## config.mk

```make
export PLATFORM = sky130hd
export DESIGN_NAME = card_dealer
export DESIGN_NICKNAME = d
export VERILOG_FILES = /design/src/rtl/card_pkg.sv /design/src/rtl/lfsr8.sv /design/src/rtl/card_dealer.sv
export SDC_FILE = /design/constraint.sdc
export NUM_CORES = 1
export LEC_CHECK = 0
export CORE_MARGIN = 1.5
export CORE_UTILIZATION = 47
export DETAILED_ROUTE_END_ITERATION = 12
export PLACE_DENSITY = 0.59
export SLEW_MARGIN = 40
export SYNTH_ARGS = -nofsm -noshare
export SYNTH_HDL_FRONTEND = slang
export SYNTH_HIERARCHICAL = 1
export SYNTH_SLANG_ARGS = --single-unit
```

## constraint.sdc

```tcl
create_clock -name Clock -period 4.3 [get_ports Clock]
set_input_delay 0.86 -clock Clock [delete_from_list [all_inputs] [get_ports Clock]]
set_output_delay 0.86 -clock Clock [all_outputs]
set_load 0.005 [all_outputs]
```

## src/rtl/card_pkg.sv

```systemverilog
// Shared constants, FSM state type and rank-to-value helper for the card dealer.
package card_pkg;

  localparam int DECK_SIZE = 52;

  localparam logic [3:0] RANK_A = 4'd1;
  localparam logic [3:0] RANK_J = 4'd11;
  localparam logic [3:0] RANK_Q = 4'd12;
  localparam logic [3:0] RANK_K = 4'd13;

  typedef enum logic [1:0] {
    IDLE  = 2'd0,
    INIT  = 2'd1,
    SHUF  = 2'd2,
    READY = 2'd3
  } state_t;

  // Blackjack value; face cards count 10, the ace is reported as 1.
  function automatic logic [4:0] rank_to_value(input logic [3:0] rank);
    if (rank >= RANK_J) return 5'd10;
    return {1'b0, rank};
  endfunction

endpackage

```

## src/rtl/lfsr8.sv

```systemverilog
// Free-running 8-bit Fibonacci LFSR, polynomial x^8+x^6+x^5+x^4+1.
module lfsr8 #(
  parameter logic [7:0] SEED = 8'hA5
) (
  input  logic       Clock,
  input  logic       reset_n,
  output logic [7:0] q
);

  always_ff @(posedge Clock or negedge reset_n) begin
    if (!reset_n) q <= SEED;
    else          q <= {q[6:0], q[7] ^ q[5] ^ q[4] ^ q[3]};
  end

endmodule

```

## src/rtl/card_dealer.sv

```systemverilog
// 52-card deck builder, Fisher-Yates shuffler and one-card-per-cycle dealer.
// Handshake: deal_req is sampled every cycle in READY; a card is presented with a one-cycle card_valid pulse.
module card_dealer
  import card_pkg::*;
#(
  parameter logic [7:0] LFSR_SEED = 8'hA5
) (
  input  logic       Clock,
  input  logic       reset_n,
  input  logic       shuffle,
  input  logic       deal_req,
  output logic       card_valid,
  output logic [3:0] card_rank,
  output logic [4:0] card_value,
  output logic       ready,
  output logic       deck_empty,
  output logic [5:0] cards_left
);

  localparam logic [5:0] LAST_SLOT = 6'(DECK_SIZE - 1);

  state_t     state;
  logic [5:0] i;
  logic [5:0] top;
  logic [3:0] init_rank;
  logic [3:0] deck [DECK_SIZE];
  logic [7:0] lfsr_q;
  logic [5:0] j;
  logic [1:0] unused_lfsr;

  lfsr8 #(.SEED(LFSR_SEED)) u_lfsr (
    .Clock   (Clock),
    .reset_n (reset_n),
    .q       (lfsr_q)
  );

  assign j           = lfsr_q[5:0];
  assign unused_lfsr = lfsr_q[7:6];

  // Deck storage has no reset: INIT rewrites every slot before READY is reachable.
  always_ff @(posedge Clock) begin
    if (!shuffle) begin
      if (state == INIT) begin
        deck[i] <= init_rank;
      end else if (state == SHUF && j <= i) begin
        deck[i] <= deck[j];
        deck[j] <= deck[i];
      end
    end
  end

  always_ff @(posedge Clock or negedge reset_n) begin
    if (!reset_n) begin
      state      <= IDLE;
      i          <= '0;
      top        <= '0;
      init_rank  <= RANK_A;
      cards_left <= '0;
      card_valid <= 1'b0;
      card_rank  <= '0;
      card_value <= '0;
      ready      <= 1'b0;
      deck_empty <= 1'b0;
    end else begin
      card_valid <= 1'b0;
      if (shuffle) begin
        state      <= INIT;
        i          <= '0;
        init_rank  <= RANK_A;
        cards_left <= '0;
        ready      <= 1'b0;
        deck_empty <= 1'b0;
      end else begin
        case (state)
          IDLE: begin
          end
          INIT: begin
            init_rank <= (init_rank == RANK_K) ? RANK_A : init_rank + 4'd1;
            if (i == LAST_SLOT) state <= SHUF;
            else                i     <= i + 6'd1;
          end
          SHUF: begin
            // Out-of-range draws are simply retried on the next LFSR value.
            if (j <= i) begin
              i <= i - 6'd1;
              if (i == 6'd1) begin
                state      <= READY;
                top        <= LAST_SLOT;
                cards_left <= 6'(DECK_SIZE);
                ready      <= 1'b1;
                deck_empty <= 1'b0;
              end
            end
          end
          READY: begin
            if (deal_req && cards_left != 6'd0) begin
              card_valid <= 1'b1;
              card_rank  <= deck[top];
              card_value <= rank_to_value(deck[top]);
              top        <= top - 6'd1;
              cards_left <= cards_left - 6'd1;
              deck_empty <= (cards_left == 6'd1);
            end
          end
          default: state <= IDLE;
        endcase
      end
    end
  end

endmodule

```

# After elaboration in Yosys (flattened, before gate mapping)
# Memory sizes are Yosys's and may differ from the RTL's.
# Cells that the tools add are included.
totals:
  n_memories: 1
  mem_bits_rw: 208
  inputBits: 4
  output_inout_bits: 18
  ff_bits: 44
  wordCells: 102
memory_table:
  columns: ["name", "words", "word_bits", "read_ports", "rd_ports_with_merged_regs", "write_ports", "line_no", "text"]
  rows:
  - ["deck", 52, 4, 3, 0, 2, "card_dealer.sv:26", "logic [3:0] deck [DECK_SIZE];"]
classes:
  n_reduce_logical: 16
  mux: 47
  add_sub_neg: 5
  order_cmp: 2
  n_bitwise: 5
  eq_ne: 15
ops:
  columns: ["operator", "n"]
  rows:
  - ["two-way mux 6 bit", 10]
  - ["one-hot mux 6 bit (2 select lines)", 3]
  - ["two-way mux 1 bit", 22]
  - ["subtractor 6 x 1 -> 6 bit (second input constant)", 3]
  - ["two-way mux 4 bit", 4]
  - ["equality test 6 x 1 -> 1 bit (second input constant)", 2]
  - ["two-way mux 5 bit", 2]
  - ["nonzero test 2 bit", 5]
  - ["!= test 3 x 2 -> 1 bit (second input constant)", 3]
  - ["AND reduction 3 bit", 3]
  - ["two-way mux 2 bit", 4]
  - ["AND reduction 4 bit", 2]
  - ["adder 6 x 1 -> 6 bit (second input constant)", 1]
  - ["equality test 6 bit (second input constant)", 1]
  - ["<= comparator 6 bit", 1]
  - ["!= test 3 bit (second input constant)", 2]
  - ["nonzero test 3 bit", 2]
  - ["nonzero test 6 bit", 1]
  - ["AND reduction 5 bit", 1]
  - ["adder 4 x 1 -> 4 bit (second input constant)", 1]
  - ["equality test 2 bit (second input constant)", 2]
  - ["equality test 4 bit (second input constant)", 1]
  - ["greater-or-equal comparator 4 bit (second input constant)", 1]
  - ["!= test 2 x 1 -> 1 bit (second input constant)", 2]
  - ["8 further kinds", 11]

# Longest topological paths before layout
# Gate-level depths: netlist of the first run.
logic_depth:
  word_depth: 7
  ltp_mapped: 14
  mapped_depth_nobuf: 9

# Modules after synthesis
# The synthesis of the first run kept the hierarchy.
modules_own_cells:
  columns: ["module", "area_each_um2", "cells_each", "seq_area_each_um2", "instances"]
  rows:
  - ["card_dealer", 16382.0, 1404, 7123.1, 1]
  - ["lfsr8", 231.5, 11, 205.2, 1]

# Worst setup path after synthesis of the first run
# OpenSTA, ideal clock, no wires.
synth_path:
  kind: "register to register"
  start: "register i[1]"
  end: "memory deck[24][0] (enable)"
  setup_ns: 0.361
  required_ns: 3.939
  stages_incl_launch_ff: 12
  setup_slack_ns: 0.725
  synth_period_minus_slack_ns: 3.575
  arrival_time_ns: 3.213
  n_path_buf: 2
  cell_sequence: "dfrtp_1 > buf_4 > clkinv_1 > clkbuf_1 > ha_1 > nor2b_1 > o21a_1 > a211o_1 > a21oi_4 > nor2_1 > or4b_1 > o21ai_0"
synth_lines:
  columns: ["item", "line_no", "text"]
  rows:
  - ["start: declaration", "card_dealer.sv:23", "logic [5:0] i;"]
  - ["start signal: assignment", "card_dealer.sv:80", "else i <= i + 6'd1;"]
  - ["start signal: assignment", "card_dealer.sv:85", "i <= i - 6'd1;"]
  - ["end: declaration", "card_dealer.sv:26", null]

==> run metrics, run 1 <==
Critical Path Most Common Cell a21o_1; Worst Clk Skew 12.3 ps; Mapped Cells 1415; Logic pwr share 0.133; leakage power 7.45 nW; Initial Util 0.480; max-slew violations 0; status finished, final reports clean; switching power share of the total 0.267; Area contributors post-synth edfxtp_1 (38%), mux2i_1 (15%), mux4_2 (7.5%); Crit Path Max Fanout 11; layout cells sized above 1 0.162; GRT met1 Usage 0.472; Final min period 3980 ps; Reg clk slew, reported paths 60 ps; global-route wire length before repair 94.4 mm; CTS Sinks 251; Layout Nets 1429; # DRC 0; crit path kind flip-flop to flip-flop; H-tree Lvls 1; post-CTS setup buffer count 0; Seq cells post-synth 251; P&R area growth vs syn 10.6%; crit path capture type flip-flop; post-synth cell types 83; Cell Pwr Density 338 nW/um^2; area share of the largest cell type after synthesis 0.376; Hold Buf Count CTS 0; final setup fails 0; Num CTS Buffers 29; row count 68; f_max 251 MHz; CP max stage cell or4b_1; max_cap viols 0; Post-synth top cells mux2i_1 (250), edfxtp_1 (208), a22oi_1 (124); Setup TNS 0 ps; Setup WS post-layout 318 ps; core area 34600 um^2; Final Hold Violating Endpoints 0; max incr delay on CP 690 ps; top_reg_cell synth edfxtp_1; Worst VDD drop 0.320 mV; most frequent cell after synthesis mux2i_1; total power 6.20 mW; Rel. slew slack 0.378; fillcell total 3025; Hold Path Class input pin to asynchronous set/reset pin; Final Util 0.531; vias post-DR 14000; Starting DRT DRC Count 1946; internal cell power 4.55 mW; Post-DRT Antenna Nets 0; # IOs 22; Final period util 0.926; pre-CTS setup slack 419 ps; Required @ worst endpoint 4510 ps; gr ovfl total 0; CTS tree done; Mapped Nets 1434; CTS Buffer Depth 3; root buf cell clkbuf_16; largest area contributor in the netlist edfxtp_1; initial antenna violation count 1; port bufs 20; Hold WS 352 ps; drt pass-1 iters 8; met3 global-route usage 0.0883; Post-synth EDFFs 208; met2 Usage GRT 0.527; RSZ-0062 raised after global routing no; GPL Wtd Cong 1.04; largest net degree at the start of global routing 46; crit start category flip-flop; vias per std cell 7.43; Total Wirelength 64.5 mm; die area 36500 um^2; Die Wd 191 um; part of the power in registers 0.438; gr usage total 0.356; Slew @ Worst Pin 934 ps; ant diodes 0; worst path arrival time 4190 ps; P_sw 1.66 mW; Most Crowded Layer GR met2; clock network power share 0.429; Avg Cell Area, Syn 11.7 um^2; Synthesis Warnings 6; post-CTS resize count 0; ys async rst share 0.171; CP cell instances inv_1 > ha_1 > a21o_1 > a21o_1 > a211o_1 > a21oi_4 > nor2_4 > or4b_1 > o21ai_0; sequential share of the synthesized area 0.441; Mapped Area 16600 um^2; HPWL after detailed placement 44.0 mm; DIE HEIGHT 191 um; WL/cell 34.1 um; worst skew pair latency 580 ps; vias in the first global route 13500
critical path, delay by kind of cell (launching register included):
family	cells	cell delay (ps)
flip-flops	1	630
AO/OA/AOI/OAI	5	1560
AND/OR/NAND/NOR	2	770
buffers and inverters	1	280
adder cells (fa/ha/maj)	1	370
layer usage:
layer,part of all wire,routed length (um)
met5,0.0014,88
met4,0.064,4140
met3,0.13,8130
met2,0.43,27900
met1,0.38,24200
placed cells by master (no fill, tap or decap), drive strengths merged, types with 6 or more instances in the layout:
cell type      netlist  routed
inv                 12      13
nor2b               10      10
clkdlybuf4s50        0      19
a31oi                7       7
o31ai               45      45
o211ai              14      14
o21ai               42      42
nand4               21      21
mux2                17      17
a21oi               37      37
mux2i              250     250
and3b                7       7
buf                 97      80
nor3b               10      10
a211oi               7       7
bufinv               0       6
mux4                55      55
a22oi              125     125
nand3               57      57
nor2                51      51
nor3                11      11
a221oi              15      15
nand2b               7       7
a41oi                7       7
clkbuf              38      34
edfxtp             208     208
xnor2               11      11
nand2               95      95
a21o                 7       7
clkinv               4      15
dfrtp               38      38
ha                  15      15
a22o                 9       9
registers in the layout, indices dropped and copies added, names as in the netlist:
| name | cells |
|---|---|
| card_rank | 4 |
| deck | 208 |
| top | 6 |
| ready | 1 |
| init_rank | 4 |
| card_value | 4 |
| state | 2 |
| deck_empty | 1 |
| u_lfsr/q | 8 |
| i | 6 |
| card_valid | 1 |
| cards_left | 6 |
stage by stage:
| stage | cells | cell area, um^2 |
|---|---|---|
| finish | 1888 | 18400 |
| global route | 1888 | 18400 |
| CTS | 1888 | 18400 |
| detailed placement | 1834 | 17400 |
| global placement | 1832 | 17300 |
| floorplan | 1415 | 16600 |
power groups by stage:
stage / Combinational, mW / Clock (mW) / Sequential (mW)
finish: 0.825 / 2.66 / 2.72
global route: 0.864 / 2.75 / 2.72
CTS: 0.805 / 2.67 / 2.72
detailed placement: 0.804 / 0 / 2.77
global placement: 0.771 / 0 / 2.76
floorplan: 0.530 / 0 / 2.74
worst paths after layout:
| path | from | slack, ps | cells past startpoint | to |
|---|---|---|---|---|
| max in group asynchronous | reset_n | 3500 | 2 | top[1] |
| min in group Clock | u_lfsr/q[6] | 350 | 0 | u_lfsr/q[7] |
| worst min-delay path | reset_n | 350 | 2 | card_value[3] |
| worst max-delay path | i[3] | 320 | 9 | deck[27][0] |
| worst max register to register | i[3] | 320 | 9 | deck[27][0] |
| worst min register to register | u_lfsr/q[6] | 350 | 0 | u_lfsr/q[7] |
area by class of cell:
| class | count | area (um^2) | area share |
|---|---|---|---|
| Clock inverter | 20 | 260 | 0.0142 |
| Timing Repair Buffer | 99 | 891 | 0.0485 |
| Multi-Input combinational cell | 1013 | 8510 | 0.463 |
| Tap cell | 455 | 569 | 0.0310 |
| Sequential cell | 251 | 7340 | 0.399 |
| Clock buffer | 34 | 744 | 0.0405 |
| Inverter | 16 | 60.1 | 0.00327 |
cell families (layout without fill, tap and decap cells):
group	count (synthesis)	after routing	synth area share
buffers and inverters	151	169	0.0515
xor gates and xnor gates	13	13	0.00685
and+or+nand+nor	298	298	0.0888
AOI/OAI and AO/OA	364	364	0.163
other	1	1	0.000226
muxes	322	322	0.237
DFF	251	251	0.441
adders and majority gates	15	15	0.0113
(Power assumes the default switching activity.)
==> run 2, diff against run 1 <==
--- a/config.mk
+++ b/config.mk
@@ -8,6 +8,7 @@
 export CORE_MARGIN = 1.5
 export CORE_UTILIZATION = 47
 export DETAILED_ROUTE_END_ITERATION = 12
+export HOLD_SLACK_MARGIN = 0.15
 export PLACE_DENSITY = 0.59
 export SLEW_MARGIN = 40
 export SYNTH_ARGS = -nofsm -noshare
==> results of run 2 <==
Final layout, timing and power as in run 1 (identical DEF).
